==> src/rtl/q2_panel_seq.sv <==
// Front-panel sequencer for the q2 core: synchronises and debounces the console
// buttons and turns each accepted press into fixed-width strobes, with auto-increment and single step.
module q2_panel_seq #(
    parameter int DEB_BITS     = 16,
    parameter int PULSE_CYCLES = 4,
    parameter int STEP_CYCLES  = 64
) (
    input  logic clk,
    input  logic rst,
    input  logic btn_dep,
    input  logic btn_incp,
    input  logic btn_start,
    input  logic btn_stop,
    input  logic btn_step,
    input  logic autoinc,
    input  logic run,
    output logic dep_sw,
    output logic incp_sw,
    output logic start_sw,
    output logic stop_sw,
    output logic busy
);

    localparam logic [1:0] S_IDLE      = 2'd0;
    localparam logic [1:0] S_STROBE    = 2'd1;
    localparam logic [1:0] S_GAP       = 2'd2;
    localparam logic [1:0] S_STEP_WAIT = 2'd3;

    localparam logic [1:0] SEL_DEP   = 2'd0;
    localparam logic [1:0] SEL_INCP  = 2'd1;
    localparam logic [1:0] SEL_START = 2'd2;
    localparam logic [1:0] SEL_STOP  = 2'd3;

    // Button bit positions inside the 5-bit vectors.
    localparam int B_DEP   = 0;
    localparam int B_INCP  = 1;
    localparam int B_START = 2;
    localparam int B_STOP  = 3;
    localparam int B_STEP  = 4;

    localparam int CNT_MAX = (PULSE_CYCLES > STEP_CYCLES) ? PULSE_CYCLES : STEP_CYCLES;
    localparam int CNT_W   = $clog2(CNT_MAX + 1);

    function automatic logic [3:0] sel_onehot(input logic [1:0] sel);
        case (sel)
            SEL_DEP:   return 4'b0001;
            SEL_INCP:  return 4'b0010;
            SEL_START: return 4'b0100;
            SEL_STOP:  return 4'b1000;
            default:   return 4'b0000;
        endcase
    endfunction

    logic [5:0]          raw_s;
    logic [5:0]          sync1_q;
    logic [5:0]          sync2_q;
    logic                run_s;
    logic [4:0]          deb_lvl_q;
    logic [4:0]          deb_lvl_d;
    logic [DEB_BITS-1:0] deb_cnt_q [0:4];
    logic [DEB_BITS-1:0] deb_cnt_d [0:4];
    logic [4:0]          press_s;
    logic [4:0]          accept_s;
    logic [4:0]          pend_q;
    logic [4:0]          pend_d;
    logic [4:0]          pend_clr_s;

    logic [1:0]          state_q;
    logic [1:0]          state_d;
    logic [CNT_W-1:0]    cnt_q;
    logic [CNT_W-1:0]    cnt_d;
    logic [1:0]          sel_q;
    logic [1:0]          sel_d;
    logic                step_q;
    logic                step_d;
    logic                ainc_q;
    logic                ainc_d;
    logic [3:0]          strb_q;
    logic [3:0]          strb_d;
    logic                busy_q;
    logic                busy_d;

    assign raw_s = {run, btn_step, btn_stop, btn_start, btn_incp, btn_dep};
    assign run_s = sync2_q[5];

    // Debounce: a level is only accepted after the counter saturates; a rising acceptance is a press.
    always_comb begin
        deb_lvl_d = deb_lvl_q;
        press_s   = 5'b00000;
        for (int i = 0; i < 5; i++) begin
            if (sync2_q[i] == deb_lvl_q[i]) begin
                deb_cnt_d[i] = '0;
            end else if (deb_cnt_q[i] == {DEB_BITS{1'b1}}) begin
                deb_cnt_d[i] = '0;
                deb_lvl_d[i] = sync2_q[i];
                press_s[i]   = sync2_q[i];
            end else begin
                deb_cnt_d[i] = deb_cnt_q[i] + DEB_BITS'(1);
            end
        end
    end

    // While the core runs only stop presses are latched; a new press wins over a same-cycle clear.
    always_comb begin
        accept_s = press_s & {~run_s, 1'b1, ~run_s, ~run_s, ~run_s};
        pend_d   = (pend_q & ~pend_clr_s) | accept_s;
    end

    // Input synchronisers, debounce state and pending flags.
    always_ff @(posedge clk or negedge rst) begin
        if (!rst) begin
            sync1_q   <= 6'b000000;
            sync2_q   <= 6'b000000;
            deb_lvl_q <= 5'b00000;
            pend_q    <= 5'b00000;
            for (int i = 0; i < 5; i++) begin
                deb_cnt_q[i] <= '0;
            end
        end else begin
            sync1_q   <= raw_s;
            sync2_q   <= sync1_q;
            deb_lvl_q <= deb_lvl_d;
            pend_q    <= pend_d;
            for (int i = 0; i < 5; i++) begin
                deb_cnt_q[i] <= deb_cnt_d[i];
            end
        end
    end

    // Sequencer next-state logic; the counter restarts from zero on every state entry.
    always_comb begin
        state_d    = state_q;
        cnt_d      = cnt_q;
        sel_d      = sel_q;
        step_d     = step_q;
        ainc_d     = ainc_q;
        pend_clr_s = 5'b00000;
        case (state_q)
            S_IDLE: begin
                cnt_d = '0;
                if (pend_q[B_STOP]) begin
                    pend_clr_s[B_STOP] = 1'b1;
                    sel_d   = SEL_STOP;
                    step_d  = 1'b0;
                    ainc_d  = 1'b0;
                    state_d = S_STROBE;
                end else if (pend_q[B_START]) begin
                    pend_clr_s[B_START] = 1'b1;
                    sel_d   = SEL_START;
                    step_d  = 1'b0;
                    ainc_d  = 1'b0;
                    state_d = S_STROBE;
                end else if (pend_q[B_STEP]) begin
                    pend_clr_s[B_STEP] = 1'b1;
                    sel_d   = SEL_START;
                    step_d  = 1'b1;
                    ainc_d  = 1'b0;
                    state_d = S_STROBE;
                end else if (pend_q[B_DEP]) begin
                    pend_clr_s[B_DEP] = 1'b1;
                    sel_d   = SEL_DEP;
                    step_d  = 1'b0;
                    ainc_d  = autoinc;
                    state_d = S_STROBE;
                end else if (pend_q[B_INCP]) begin
                    pend_clr_s[B_INCP] = 1'b1;
                    sel_d   = SEL_INCP;
                    step_d  = 1'b0;
                    ainc_d  = 1'b0;
                    state_d = S_STROBE;
                end else begin
                    state_d = S_IDLE;
                end
            end
            S_STROBE: begin
                if (cnt_q == CNT_W'(PULSE_CYCLES - 1)) begin
                    cnt_d   = '0;
                    state_d = S_GAP;
                end else begin
                    cnt_d = cnt_q + CNT_W'(1);
                end
            end
            S_GAP: begin
                if (cnt_q == CNT_W'(PULSE_CYCLES - 1)) begin
                    cnt_d = '0;
                    if ((sel_q == SEL_DEP) && ainc_q) begin
                        sel_d   = SEL_INCP;
                        ainc_d  = 1'b0;
                        state_d = S_STROBE;
                    end else if (step_q && (sel_q == SEL_START)) begin
                        state_d = S_STEP_WAIT;
                    end else begin
                        step_d  = 1'b0;
                        state_d = S_IDLE;
                    end
                end else begin
                    cnt_d = cnt_q + CNT_W'(1);
                end
            end
            S_STEP_WAIT: begin
                // A stop press consumes the flag here so only one stop strobe goes out.
                if (pend_q[B_STOP]) begin
                    pend_clr_s[B_STOP] = 1'b1;
                    cnt_d   = '0;
                    sel_d   = SEL_STOP;
                    state_d = S_STROBE;
                end else if (cnt_q == CNT_W'(STEP_CYCLES - 1)) begin
                    cnt_d   = '0;
                    sel_d   = SEL_STOP;
                    state_d = S_STROBE;
                end else begin
                    cnt_d = cnt_q + CNT_W'(1);
                end
            end
            default: begin
                cnt_d   = '0;
                step_d  = 1'b0;
                ainc_d  = 1'b0;
                state_d = S_IDLE;
            end
        endcase
    end

    // Strobes and busy are decoded from the next state so the pins come straight off flops.
    always_comb begin
        if (state_d == S_STROBE) begin
            strb_d = sel_onehot(sel_d);
        end else begin
            strb_d = 4'b0000;
        end
        busy_d = (state_d != S_IDLE);
    end

    // Sequencer state and registered outputs.
    always_ff @(posedge clk or negedge rst) begin
        if (!rst) begin
            state_q <= S_IDLE;
            cnt_q   <= '0;
            sel_q   <= SEL_DEP;
            step_q  <= 1'b0;
            ainc_q  <= 1'b0;
            strb_q  <= 4'b0000;
            busy_q  <= 1'b0;
        end else begin
            state_q <= state_d;
            cnt_q   <= cnt_d;
            sel_q   <= sel_d;
            step_q  <= step_d;
            ainc_q  <= ainc_d;
            strb_q  <= strb_d;
            busy_q  <= busy_d;
        end
    end

    assign dep_sw   = strb_q[0];
    assign incp_sw  = strb_q[1];
    assign start_sw = strb_q[2];
    assign stop_sw  = strb_q[3];
    assign busy     = busy_q;

endmodule
==> config.mk <==
export PLATFORM = sky130hd
export DESIGN_NAME = q2_panel_seq
export DESIGN_NICKNAME = d
export VERILOG_FILES = /design/src/rtl/q2_panel_seq.sv
export SDC_FILE = /design/constraint.sdc
export NUM_CORES = 1
export LEC_CHECK = 0
export CAP_MARGIN = 20
export CELL_PAD_IN_SITES_DETAIL_PLACEMENT = 2
export CELL_PAD_IN_SITES_GLOBAL_PLACEMENT = 2
export CORE_MARGIN = 1
export CORE_UTILIZATION = 44
export CTS_CLUSTER_DIAMETER = 80
export DETAILED_ROUTE_END_ITERATION = 8
export PLACE_DENSITY = 0.81
export SETUP_SLACK_MARGIN = 0.3
export SLEW_MARGIN = 20
export SYNTH_ARGS = -nofsm -noshare
export SYNTH_HDL_FRONTEND = slang
export SYNTH_SLANG_ARGS = --single-unit
==> constraint.sdc <==
create_clock -name clk -period 6.2 [get_ports clk]
set_clock_uncertainty 0.1 [all_clocks]
set_input_delay 0.62 -clock clk [delete_from_list [all_inputs] [get_ports clk]]
set_output_delay 0.62 -clock clk [all_outputs]
set_load 0.02 [all_outputs]
==> results.md, run 1 <==
* Post-synth ARST share at 1.00
* Yosys warns at 0
* Chip height at 115 um
* Commonest non-fill, non-tap cell in the layout: dfrtp_1
* Synthesized flop and latch total at 120
* Post-route clock period utilization at 0.392
* P_leak at 2.83 nW
* Final Max Slew Viols at 0
* HPWL Detailed at 9050 um
* ANT cells at 0
* Max Root-Sink Buffers at 2
* Outcome: complete, no violations
* CTS root buffer: clkbuf_16
* Mapped Area at 5570 um2
* Sequential Area at 3000 um2
* DRC at 0
* ANT nets after route at 0
* WL per Instance at 19.2 um
* Port bufs at 13
* Number of fill cells at 1,242
* Max Cap Viol at 0
* FMAX at 411 MHz
* Crit path max fanout at 11
* GPL Wtd Cong at 0.744
* Largest net degree at the start of global routing at 70
* Worst Path Required at 6.39 ns
* Pre-antenna DRT Iters at 4
* Initial Utilization at 0.458
* Design area at 6460 um2
* Post-CTS sizing at 0
* Post-synthesis sequential area ratio at 0.539
* Launch point of the worst reg-to-reg path: state_q[1]$_DFF_PN0_
* Setup TNS at 0 ns
* Final setup violating endpoints at 0
* CP Capture Type: flip-flop
* All-layer global routing usage at 0.246
* Synth unique cells at 51
* Vias in the first global route at 4,753
* Final min period at 2.43 ns
* Clk sinks at 120
* Fin. Hold Viols at 0
* Gr ovfl total at 0
* Most frequent cells in the layout: dfrtp_1, nor2_1, xor2_1, nand2_1, xnor2_1
* Avg Inst Size Synth at 10.2 um2
* CTS Buf Count at 17
* H-tree depth at 4
* CTS tree: built
* Die X at 115 um
* Clock-pin slew on the worst setup and hold paths at 0.05 ns
* Number of I/O pins at 14
* Via count at 4,012
* Routed wire length at 14,300 um
* Hold buffer count at cts at 0
* Hold WC Path Type: in -> async
* Die ar. at 13,100 um2
* Initial antenna violation count at 0
* Unrepaired setup endpoints after global routing: no
* Critical path arrival at 2.63 ns
* Core footprint at 12,200 um2
* Main synth FF type: dfrtp_1
* Slew margin rel. at 0.406
* Vias per cell at 5.38
* Power per cell area at 290 nW/um2
* DP Area at 5850 um2
* Synthesis-to-layout area growth at 16.0%
* Final #Nets at 585
* First-pass GRT wire length at 24,400 um
* Share of post-route cells with drive strength above 1 at 0.0952
* Max VDD drop at 0.186 mV
* Later-pin clock latency in the skew report at 0.42 ns
* Setup Buffers After CTS at 0
* Synth Instances at 544
* Cell Rows at 40
* Worst setup path startpoint: state_q[1]$_DFF_PN0_
* Syn Nets at 564
* Setup crit start kind: flip-flop
* Initial DRC Count at 151
* Multi-input logic area at 2420 um2
* Post-synth EDFFs at 0
* Worst Setup Path Type: reg -> reg
* Worst slew pin tran at 0.890 ns
## report_power, final
| part | switching [mW] | internal [mW] | total, mW |
|---|---|---|---|
| Combinational | 0.0356 | 0.0150 | 0.0506 |
| Clock | 0.362 | 0.653 | 1.02 |
| Sequential | 0.0121 | 0.796 | 0.808 |
## layer usage
layer / wire (um) / track usage / vias to the layer above
met4: 187 / 0.0771 / 0
li1: - / - / 1869
met3: 318 / 0.0593 / 16
met1: 5970 / 0.280 / 2087
met5: 0 / 0 / -
met2: 7870 / 0.451 / 40
## metrics by stage
| step | hold slack [ns] | setup WS (ns) | total power, mW | util | instances |
|---|---|---|---|---|---|
| final | 0.136 | 3.77 | 1.87 | 0.531 | 746 |
| after CTS | 0.165 | 3.74 | 1.90 | 0.531 | 746 |
| after global routing | 0.172 | 3.63 | 1.94 | 0.531 | 746 |
| after floorplan | 0.224 | 4.24 | 0.841 | - | 544 |
| after detailed placement | 0.242 | 3.78 | 0.872 | 0.481 | 714 |
| after global placement | 0.233 | 3.88 | 0.868 | 0.481 | 714 |
## final timing paths
check / endpoint / slack (ns) / cells after the start
worst max-delay path: busy$_DFF_PN0_ / 3.77 / 7
worst min-delay path: deb_cnt_q[24]$_DFF_PN0_ / 0.14 / 1
worst min register to register: sync2_q[4]$_DFF_PN0_ / 0.25 / 0
worst max register to register: busy$_DFF_PN0_ / 3.77 / 7
min in group clk: sync2_q[4]$_DFF_PN0_ / 0.25 / 0
max in group asynchronous: deb_cnt_q[57]$_DFF_PN0_ / 4.49 / 2
## cells in the mapped netlist (all sizes together) (3+ instances only)
cell | count | area [um2]
a21oi | 7 | 35.0
a31oi | 3 | 18.8
a32o | 3 | 30.0
and2b | 3 | 22.5
and3 | 9 | 56.3
and4 | 7 | 61.3
buf | 9 | 51.3
clkbuf | 3 | 11.3
dfrtp | 120 | 3000
ha | 11 | 138
inv | 22 | 82.6
mux2 | 5 | 56.3
nand2 | 37 | 139
nand3 | 28 | 145
nand4 | 21 | 131
nor2 | 108 | 405
nor2b | 3 | 18.8
nor3 | 10 | 50.1
nor3b | 3 | 32.5
nor4 | 6 | 50.0
o21ai | 9 | 45.0
or2 | 12 | 75.1
xnor2 | 31 | 272
xor2 | 46 | 403
## final cells by class
| class | instances | share of cell area |
|---|---|---|
| flip-flops and latches | 120 | 0.465 |
| inverters | 22 | 0.0128 |
| clock buffers | 21 | 0.0713 |
| repair buffers | 14 | 0.0209 |
| clock inverters | 11 | 0.0227 |
| well taps | 168 | 0.0325 |
| multi-input cells | 390 | 0.375 |
## flip-flops by register name, summed over array words and instances (netlist names)
register	cells
pend_q	5
sync1_q	6
cnt_q	7
sync2_q	6
sel_q	2
strb_q	4
state_q	2
deb_lvl_q	5
busy	1
ainc_q	1
deb_cnt_q	80
step_q	1
## kinds of logic (layout without fill, tap and decap cells)
group,count (synthesis),count (layout),share of synthesized area
adder cells (fa/ha/maj),11,11,0.0247
flip-flops,120,120,0.539
XOR/XNOR,77,77,0.121
AND/OR/NAND/NOR,258,258,0.229
AO/OA/AOI/OAI,38,38,0.0481
buffers and inverters,34,68,0.0260
multiplexers,6,6,0.0119
## critical path, cell delays in order (launching register included)
cell and delay [ns]:
dfrtp_1 0.43, inv_1 0.11, ha_1 0.40, or4b_4 0.53, or3_1 0.36, nand3_2 0.11, inv_2 0.04, or2_1 0.22
Note: power is estimated with default switching activity, not from simulation.
==> inputs of run 2 (changes only) <==
CORE_UTILIZATION = 41   (was 44)
PLACE_DENSITY = 0.76   (was 0.81)
clock period = 2.3 ns   (was 6.2 ns; I/O delays follow)
==> results.md, run 2 (synthesized netlist as in run 1, its figures left out) <==
* DRC at 0 (unchanged)
* Crit path max fanout at 4 (was 11)
* Setup crit start kind: flip-flop (unchanged)
* Clock-pin slew on the worst setup and hold paths at 0.06 ns (was 0.05 ns)
* Initial antenna violation count at 0 (unchanged)
* CTS root buffer: clkbuf_16 (unchanged)
* HPWL Detailed at 8880 um (was 9050 um)
* All-layer global routing usage at 0.237 (was 0.246)
* Flip-flop count of the largest register after layout at 80 (unchanged)
* Clk sinks at 120 (unchanged)
* CP Capture Type: flip-flop (unchanged)
* Initial DRC Count at 137 (was 151)
* Routed length on met2 at 8470 um (was 7870 um)
* Die ar. at 14,100 um2 (was 13,100 um2)
* CTS tree: built (unchanged)
* Synthesis-to-layout area growth at 24.7% (was 16.0%)
* Vias in the first global route at 4,840 (was 4,753)
* ANT cells at 0 (unchanged)
* Outcome: complete, no violations (unchanged)
* Max Cap Viol at 0 (unchanged)
* Hold WC Path Type: in -> reg (was in -> async)
* Biggest register: deb_cnt_q (unchanged)
* H-tree depth at 4 (unchanged)
* Final Max Slew Viols at 0 (unchanged)
* Most frequent cells in the layout: dfrtp_1, nor2_1, xor2_1, nand2_1, xnor2_1 (unchanged)
* FMAX at 463 MHz (was 411 MHz)
* Port bufs at 13 (unchanged)
* ANT nets after route at 0 (unchanged)
* Pre-antenna DRT Iters at 4 (unchanged)
* Slew margin rel. at 0.633 (was 0.406)
* Initial Utilization at 0.421 (was 0.458)
* Vias per cell at 5.34 (was 5.38)
* Later-pin clock latency in the skew report at 0.43 ns (was 0.42 ns)
* Core footprint at 13,200 um2 (was 12,200 um2)
* Post-route clock period utilization at 0.939 (was 0.392)
* DRT met1 WL at 6370 um (was 5970 um)
* Worst Path Required at 2.51 ns (was 6.39 ns)
* Hold WS at 0.141 ns (was 0.136 ns)
* Commonest non-fill, non-tap cell in the layout: dfrtp_1 (unchanged)
* WL per Instance at 20.1 um (was 19.2 um)
* Fin. Hold Viols at 0 (unchanged)
* Routed wire length at 15,600 um (was 14,300 um)
* Share of post-route cells with drive strength above 1 at 0.183 (was 0.0952)
* P_leak at 3.05 nW (was 2.83 nW)
* Worst slew pin tran at 0.551 ns (was 0.890 ns)
* Number of fill cells at 1,343 (was 1,242)
* Met3 WL at 362 um (was 318 um)
* Final #Nets at 607 (was 585)
* Largest net degree at the start of global routing at 46 (was 70)
* GPL Wtd Cong at 0.773 (was 0.744)
* Number of I/O pins at 14 (unchanged)
* Setup TNS at 0 ns (unchanged)
* Power per cell area at 779 nW/um2 (was 290 nW/um2)
* CTS Buf Count at 17 (unchanged)
* First-pass GRT wire length at 25,400 um (was 24,400 um)
* Via count at 4,145 (was 4,012)
* Cell Rows at 42 (was 40)
* Final min period at 2.16 ns (was 2.43 ns)
* Die X at 119 um (was 115 um)
* Final setup violating endpoints at 0 (unchanged)
* Max Root-Sink Buffers at 2 (unchanged)
* Regs by FF count: deb_cnt_q x80, cnt_q x7 (unchanged)
* Max VDD drop at 0.542 mV (was 0.186 mV)
* Max Used Layer: met4 (unchanged)
* Critical path arrival at 2.37 ns (was 2.63 ns)
* Gr ovfl total at 0 (unchanged)
* Worst Setup Path Type: reg -> reg (unchanged)
* Chip height at 119 um (was 115 um)
* Unrepaired setup endpoints after global routing: yes (was no)
==> run 2: changes by cell type in the layout (fill, tap and decap cells not counted), moves of 4 or more <==
cell    previous run  this run
ha_1              11         6
buf_4              2        17
nor3_2             0         4
nor3_1            10         4
and3_1             9         5
==> run 2: layer usage <==
layer,track usage,vias to the layer above
met1,0.268,2150
met4,0.102,0
met2,0.429,47
met5,0,-
li1,-,1919
met3,0.0478,29
==> run 2: area by class of cell <==
cell class	instances	area [um2]	share of cell area
multi-input cells	392	2640	0.380
well taps	176	220	0.0317
clock inverters	14	245	0.0353
repair buffers	34	320	0.0461
flip-flops and latches	120	3010	0.433
inverters	22	85.1	0.0122
clock buffers	18	429	0.0618
==> run 2: critical path, cell delays in order, from the launching register on <==
cell and delay (ns):
dfrtp_2 0.44, inv_4 0.08, ha_4 0.14, or4b_4 0.48, or3_4 0.38, nand3_4 0.12
inv_2 0.05, or2_1 0.24
==> run 2: power by group <==
group	switching, mW	internal [mW]	leakage, nW
combinational	0.101	0.0575	1.10
clock	1.04	2.04	0.313
sequential	0.0327	2.14	1.63
==> run 2: worst paths after layout <==
check	startpoint	to	slack [ns]	depth (start not counted)
min reg2reg	sync1_q[2]$_DFF_PN0_	sync2_q[2]$_DFF_PN0_	0.25	0
min	btn_step	sync1_q[4]$_DFF_PN0_	0.14	1
min in group asynchronous	rst	deb_cnt_q[29]$_DFF_PN0_	0.23	2
max	state_q[1]$_DFF_PN0_	busy$_DFF_PN0_	0.14	7
max in group asynchronous	rst	deb_cnt_q[47]$_DFF_PN0_	1.23	3
max reg2reg	state_q[1]$_DFF_PN0_	busy$_DFF_PN0_	0.14	7
==> run 2: repair_timing <==
action | 4_1_cts | 5_1_grt
hold buffers | 1 | 0
resized for setup | 39 | 13
buffers inserted | 6 | 5
endpoints found under the setup margin | 79 | 80
cloned | 0 | 2
pin swaps | 8 | 8
hold endpoints to repair | 35 | 0
==> run 2: stage by stage <==
step | util | instance area, um2 | power (mW) | setup slack [ns] | instances
2_1_floorplan | - | 5570 | 2.27 | 0.337 | 544
3_3_place_gp | 0.449 | 5950 | 2.35 | 0.190 | 730
3_5_place_dp | 0.449 | 5950 | 2.36 | 0.103 | 730
4_1_cts | 0.517 | 6850 | 5.46 | 0.195 | 769
5_1_grt | 0.525 | 6950 | 5.56 | 0.0918 | 776
6_report | 0.525 | 6950 | 5.41 | 0.140 | 776
